==> config.mk <==
export PLATFORM = sky130hd
export DESIGN_NAME = soc_timer_flat
export DESIGN_NICKNAME = d
export VERILOG_FILES = /design/src/rtl/soc_timer_if.sv /design/src/rtl/soc_timer.sv /design/src/flat_wrapper.sv
export SDC_FILE = /design/constraint.sdc
export NUM_CORES = 1
export LEC_CHECK = 0
export ABC_CLOCK_PERIOD_IN_PS = 2400
export CAP_MARGIN = 20
export CORE_UTILIZATION = 48
export DETAILED_ROUTE_END_ITERATION = 8
export PLACE_DENSITY_LB_ADDON = 0.25
export SLEW_MARGIN = 20
export SYNTH_ARGS = -nofsm -noshare
export SYNTH_HDL_FRONTEND = slang
export SYNTH_SLANG_ARGS = --single-unit
==> constraint.sdc <==
create_clock -name clk -period 2.4 [get_ports clk]
set_input_delay 0.36 -clock clk [delete_from_list [all_inputs] [get_ports clk]]
set_output_delay 0.36 -clock clk [all_outputs]
set_load 0.05 [all_outputs]
==> src/rtl/soc_timer_if.sv <==
// soc_timer_if: SoC_MemBus, single-beat memory-mapped bus; reads return rdata with rvalid.
interface SoC_MemBus;
    logic        req;
    logic        we;
    logic [31:0] addr;
    logic [31:0] wdata;
    logic [31:0] rdata;
    logic        rvalid;
    modport Master(output req, we, addr, wdata, input rdata, rvalid);
    modport Slave(input req, we, addr, wdata, output rdata, rvalid);
endinterface

==> src/rtl/soc_timer.sv <==
// soc_timer: TIMER_COUNT prescaled wrap-around timers behind SoC_MemBus.
// Define SOC_TIMER_IRQ_EN to enable the wrap interrupt (CONTROL bit8 and irq).
module soc_peripheral_controller #(
    parameter int LATENCY = 1
) (
    input  logic        clk,
    input  logic        res,
    SoC_MemBus.Slave    bus,
    output logic        wr,
    output logic [31:0] addr,
    output logic [31:0] wdata,
    input  logic [31:0] rd_data
);
    logic [LATENCY-1:0] vld;
    logic [31:0]        dat [LATENCY];
    assign wr    = bus.req && bus.we;
    assign addr  = bus.addr;
    assign wdata = bus.wdata;
    assign bus.rvalid = vld[LATENCY-1];
    assign bus.rdata  = dat[LATENCY-1];
    // Read data is captured from the registers on the request edge, then delayed.
    always_ff @(posedge clk) begin
        if (!res) begin
            vld <= '0;
            for (int k = 0; k < LATENCY; k++) dat[k] <= '0;
        end else begin
            for (int k = LATENCY - 1; k > 0; k--) begin
                vld[k] <= vld[k-1];
                dat[k] <= dat[k-1];
            end
            vld[0] <= bus.req && !bus.we;
            dat[0] <= rd_data;
        end
    end
endmodule

module soc_timer #(
    parameter int BUS_LATENCY = 1,
    parameter int TIMER_COUNT = 1
) (
    input  logic        clk,
    input  logic        res,
    output logic [31:0] timer_counts [TIMER_COUNT],
    output logic        irq,
    SoC_MemBus.Slave    mem_bus
);
    logic        wr;
    logic [31:0] addr, wdata, rd_data;
    logic [3:0]  idx, rsel;
    logic [1:0]  typ;
    logic        main_wr;
    logic [31:0] rv [TIMER_COUNT];
    logic        unused_addr;
`ifdef SOC_TIMER_IRQ_EN
    logic [TIMER_COUNT-1:0] irq_src;
`endif
    soc_peripheral_controller #(.LATENCY(BUS_LATENCY)) u_ctrl (
        .clk(clk), .res(res), .bus(mem_bus),
        .wr(wr), .addr(addr), .wdata(wdata), .rd_data(rd_data)
    );
    assign idx = addr[11:8];
    assign rsel = addr[7:4];
    assign typ = addr[3:2];
    assign main_wr = wr && typ == 2'd0;
    assign unused_addr = ^{addr[31:12], addr[1:0]};
    for (genvar i = 0; i < TIMER_COUNT; i++) begin : g_t
        logic        en, os, ie, flag;
        logic [31:0] top, cnt;
        logic [15:0] pre, pcnt;
        logic        hit, tick, cnt_wr, wrap;
        assign hit = main_wr && idx == 4'(i);
        assign tick = en && pcnt == pre;
        assign cnt_wr = hit && rsel == 4'd3;
        // A bus write to COUNT swallows a coincident tick, including its wrap.
        assign wrap = tick && !cnt_wr && cnt >= top;
        always_ff @(posedge clk) begin
            if (!res) begin
                en <= 1'b0;
                os <= 1'b0;
                top <= '0;
                pre <= '0;
                pcnt <= '0;
                cnt <= '0;
                flag <= 1'b0;
            end else begin
                pcnt <= (!en || tick) ? 16'd0 : pcnt + 16'd1;
                cnt <= cnt_wr ? wdata : !tick ? cnt : cnt >= top ? 32'd0 : cnt + 32'd1;
                flag <= wrap || ((hit && rsel == 4'd4) ? wdata[0] : flag);
                top <= (hit && rsel == 4'd1) ? wdata : top;
                pre <= (hit && rsel == 4'd2) ? wdata[15:0] : pre;
                en <= (wrap && os) ? 1'b0 : (hit && rsel == 4'd0) ? wdata[0] : en;
                os <= (hit && rsel == 4'd0) ? wdata[1] : os;
            end
        end
`ifdef SOC_TIMER_IRQ_EN
        always_ff @(posedge clk) begin
            if (!res) ie <= 1'b0;
            else ie <= (hit && rsel == 4'd0) ? wdata[8] : ie;
        end
        assign irq_src[i] = flag && ie;
`else
        assign ie = 1'b0;
`endif
        assign timer_counts[i] = cnt;
        assign rv[i] = rsel == 4'd0 ? {23'd0, ie, 6'd0, os, en} :
                       rsel == 4'd1 ? top :
                       rsel == 4'd2 ? {16'd0, pre} :
                       rsel == 4'd3 ? cnt :
                       rsel == 4'd4 ? {31'd0, flag} : 32'd0;
    end
    always_comb begin
        rd_data = '0;
        for (int k = 0; k < TIMER_COUNT; k++)
            if (typ == 2'd0 && idx == 4'(k)) rd_data = rv[k];
    end
`ifdef SOC_TIMER_IRQ_EN
    always_ff @(posedge clk) begin
        if (!res) irq <= 1'b0;
        else irq <= |irq_src;
    end
`else
    assign irq = 1'b0;
`endif
endmodule

==> src/flat_wrapper.sv <==
// flat-port wrapper written by rule: the top's interface ports become plain ports
module soc_timer_flat 
#(
    parameter int BUS_LATENCY = 1,
    parameter int TIMER_COUNT = 1
)
  (clk, res, timer_counts, irq, mem_bus_req, mem_bus_we, mem_bus_addr, mem_bus_wdata, mem_bus_rdata, mem_bus_rvalid);
  SoC_MemBus mem_bus_i ();
  input  logic clk;
  input  logic res;
  output logic [31:0] timer_counts[TIMER_COUNT];
  output logic irq;
  input wire logic [$bits(mem_bus_i.req)-1:0] mem_bus_req;
  input wire logic [$bits(mem_bus_i.we)-1:0] mem_bus_we;
  input wire logic [$bits(mem_bus_i.addr)-1:0] mem_bus_addr;
  input wire logic [$bits(mem_bus_i.wdata)-1:0] mem_bus_wdata;
  output wire logic [$bits(mem_bus_i.rdata)-1:0] mem_bus_rdata;
  output wire logic [$bits(mem_bus_i.rvalid)-1:0] mem_bus_rvalid;
  assign mem_bus_i.req = mem_bus_req;
  assign mem_bus_i.we = mem_bus_we;
  assign mem_bus_i.addr = mem_bus_addr;
  assign mem_bus_i.wdata = mem_bus_wdata;
  assign mem_bus_rdata = mem_bus_i.rdata;
  assign mem_bus_rvalid = mem_bus_i.rvalid;
  soc_timer #(.BUS_LATENCY(BUS_LATENCY), .TIMER_COUNT(TIMER_COUNT)) u_core (.clk(clk), .res(res), .timer_counts(timer_counts), .irq(irq), .mem_bus(mem_bus_i));
endmodule
==> results.json <==
{
  "max-cap-violations": 0,
  "row_count": 44,
  "track_usage": 0.271,
  "clk_latency_ns": 0.44,
  "final_common_cell": "nand2_1",
  "worst_pin_slew_ns": 0.669,
  "switching_share": 0.246,
  "finalSetupViolCount": 22,
  "die_x_um": 126,
  "place.gp.congestion": 0.845,
  "grt_max_degree": 61,
  "layout-drive-gt1-share": 0.200,
  "sequentialPowerShare": 0.437,
  "max_freq_mhz": 405,
  "synthDistinctLibCells": 53,
  "path_cells": "inv_1 -> ha_4 -> a21oi_2 -> o21ai_2 -> a221o_1 -> a211o_1 -> or4_4 -> buf_12 -> buf_12 -> o2bb2ai_2",
  "fin_ws_ns": -0.0674,
  "rsz0062_at_grt": "yes",
  "slew_headroom": 0.554,
  "syn_nets": 983,
  "hp-class": "in2reg",
  "cts_buffers": 17,
  "root_buffer": "clkbuf_16",
  "syn_area_per_cell_um2": 8.32,
  "grt_pass1_vias": 6602,
  "power.switching_mw": 1.23,
  "viasPerCell": 5.60,
  "slew_violations": 0,
  "ctsHtreeMaxLevel": 4,
  "drc": 8,
  "p_int_mw": 3.76,
  "cp.arrival_ns": 2.83,
  "drt_iter0_drc": 650,
  "stdcell_count": 1237,
  "ys_warn_count": 0,
  "dp_hpwl_um": 14500,
  "drt-total-wl_um": 21200,
  "detail-route-antenna-nets": 0,
  "leakagePower_nw": 3.60,
  "failed_checks": "DRC, setup timing",
  "stdcell_area_um2": 10000,
  "worst_hold_slack_ns": 0.332,
  "vdd_drop_max_mv": 0.521,
  "power_mw": 4.98,
  "synth-seq-area-share": 0.360,
  "clock-sinks": 132,
  "final.min_clock_period_ns": 2.47,
  "cp_slowest_cell": "or4_4",
  "cpPeakStageDelay_ns": 0.54,
  "grt_pass1_wl_um": 33500,
  "diodes": 0,
  "final_nets": 1142,
  "coreArea_um2": 14700,
  "io_pins": 134,
  "dpl.cell_count": 1201,
  "antenna_found_initial": 0,
  "globalRouteOverflowTotal": 0,
  "area_delta_synth_final_pct": 36.9,
  "p_per_area_nw_per_um2": 497,
  "route.vias.total": 6929,
  "dr.pass1.iters": 7,
  "synthCells": 881,
  "place.port_buffers": 110,
  "endpoint_kind": "flip-flop",
  "cp.required_ns": 2.76,
  "mostFrequentLayoutCells": "212 x nand2_1, 109 x clkdlybuf4s50_1, 102 x dfxtp_1, 73 x buf_4",
  "status": "finished, violations left",
  "initial_core_util": 0.499,
  "postLayoutCoreUtil": 0.683,
  "wl_per_cell_um": 17.1,
  "clockBufferDepth": 2,
  "hold_buffers": 0,
  "crit_path_max_fanout": 5,
  "placed_area_um2": 9160,
  "crit_top_cell": "buf_12",
  "clk_pin_slew_ns": 0.06,
  "power_frac_comb": 0.043,
  "cts_tree": "built",
  "hold_viol": 0,
  "startpoint_type": "flip-flop",
  "fin_worst_skew_ns": 0.00820,
  "worstSetupPathType": "reg2reg",
  "die_h_um": 126,
  "period_share": 1.03,
  "synth-seq-cells": 132,
  "netlist_area_um2": 7330,
  "p_clk_frac": 0.520,
  "die-area_um2": 15800
}
synth_stat cells (all sizes together):
cell type / number / area (um^2)
dfxtp: 132 / 2640
and4: 8 / 70.1
or4: 2 / 18.8
nand4b: 2 / 17.5
nor4: 10 / 62.6
or3: 1 / 6.26
and2: 2 / 12.5
o21ai: 50 / 250
and3: 6 / 37.5
mux2i: 18 / 180
ha: 34 / 425
a211o: 1 / 8.76
buf: 17 / 158
inv: 42 / 158
o31ai: 2 / 15.0
a22o: 1 / 8.76
nor2: 47 / 176
a221o: 1 / 10.0
xnor2: 32 / 280
nor3b: 1 / 12.5
a221oi: 14 / 123
o211a: 1 / 10.0
clkbuf: 36 / 169
nor2b: 1 / 6.26
a222oi: 1 / 10.0
nand2: 213 / 800
o211ai: 2 / 15.0
mux2: 1 / 11.3
nand3: 39 / 195
nand4: 23 / 144
o21a: 1 / 7.51
a2111oi: 1 / 8.76
o2bb2ai: 33 / 502
a21oi: 15 / 78.8
xor2: 28 / 245
nor3: 6 / 30.0
dlygate4sd3: 2 / 20.0
a21boi: 49 / 368
conb: 1 / 3.75
or2: 1 / 6.26
nand2b: 1 / 6.26
a21o: 3 / 22.5
through the flow:
stage	worst slack, ns	TNS, ns
after floorplan	0.00851	0
after global placement	-0.0247	-0.239
after detailed placement	-0.0454	-0.653
after CTS	-0.00129	-0.00255
after global routing	-0.120	-2.86
final	-0.0674	-1.04
repair_timing:
action | 4_1_cts | 5_1_grt
buffers inserted | 3 | 1
endpoints found under the setup margin | 32 | 34
cloned | 1 | 0
pin swaps | 6 | 11
resized for setup | 15 | 21
power by group through the flow:
| stage | Clock, mW | Sequential [mW] | Combinational, mW |
|---|---|---|---|
| 5_1_grt | 2.71 | 2.18 | 0.225 |
| 6_report | 2.59 | 2.18 | 0.214 |
| 3_3_place_gp | 0 | 2.23 | 0.209 |
| 2_1_floorplan | 0 | 2.23 | 0.0879 |
| 4_1_cts | 2.61 | 2.18 | 0.210 |
| 3_5_place_dp | 0 | 2.23 | 0.209 |
state kept, by name, indices dropped and copies added, names as in the netlist:
register / cells
u_core.g_t.top: 32
u_core.u_ctrl.dat: 32
u_core.g_t.pcnt: 16
u_core.g_t.os: 1
u_core.timer_counts: 32
u_core.g_t.pre: 16
u_core.g_t.flag: 1
u_core.g_t.en: 1
u_core.u_ctrl.bus.rvalid: 1
metal layers:
metal / routed length [um] / track usage
met2: 9770 / 0.426
met4: 597 / 0.121
met3: 1390 / 0.0543
met5: 0 / 0
met1: 9420 / 0.357
cell type report:
class	count	area, um^2
fill	1162	4660
multi-input combinational	652	4450
sequential	132	2710
timing repair buffer	195	1900
clock buffer	18	439
tap	184	230
inverter	42	160
clock inverter	14	139
logic make-up (layout without fill, tap and decap cells):
kind of cell,after synthesis,after routing,synth area share
simple gates,363,363,0.218
compound gates,175,175,0.196
flops,132,132,0.360
buf+inv,97,269,0.0688
xor+xnor,60,60,0.0717
fa+ha+maj,34,34,0.0580
mux,19,19,0.0261
other cells,1,1,0.000511
worst max-delay path: cells and delay by family (launching register included):
kind | cells | cell delay, ns
and+or+nand+nor | 1 | 0.54
DFF | 1 | 0.32
AOI/OAI and AO/OA | 5 | 0.95
adders and majority gates | 1 | 0.22
buffers and inverters | 3 | 0.37
path summary, 6_finish.rpt:
path,start,end,slack (ns),depth (start not counted)
worst min-delay path,res,u_core.u_ctrl.dat[0][1]$_SDFF_PN0_,0.33,3
worst max-delay path,u_core.g_t[0].top[23]$_SDFFE_PN0P_,u_core.timer_counts[31]$_SDFFE_PN0P_,-0.07,10
worst max register to register,u_core.g_t[0].top[23]$_SDFFE_PN0P_,u_core.timer_counts[31]$_SDFFE_PN0P_,-0.07,10
worst min register to register,u_core.g_t[0].top[4]$_SDFFE_PN0P_,u_core.g_t[0].top[4]$_SDFFE_PN0P_,0.46,2
(Power assumes the default switching activity.)
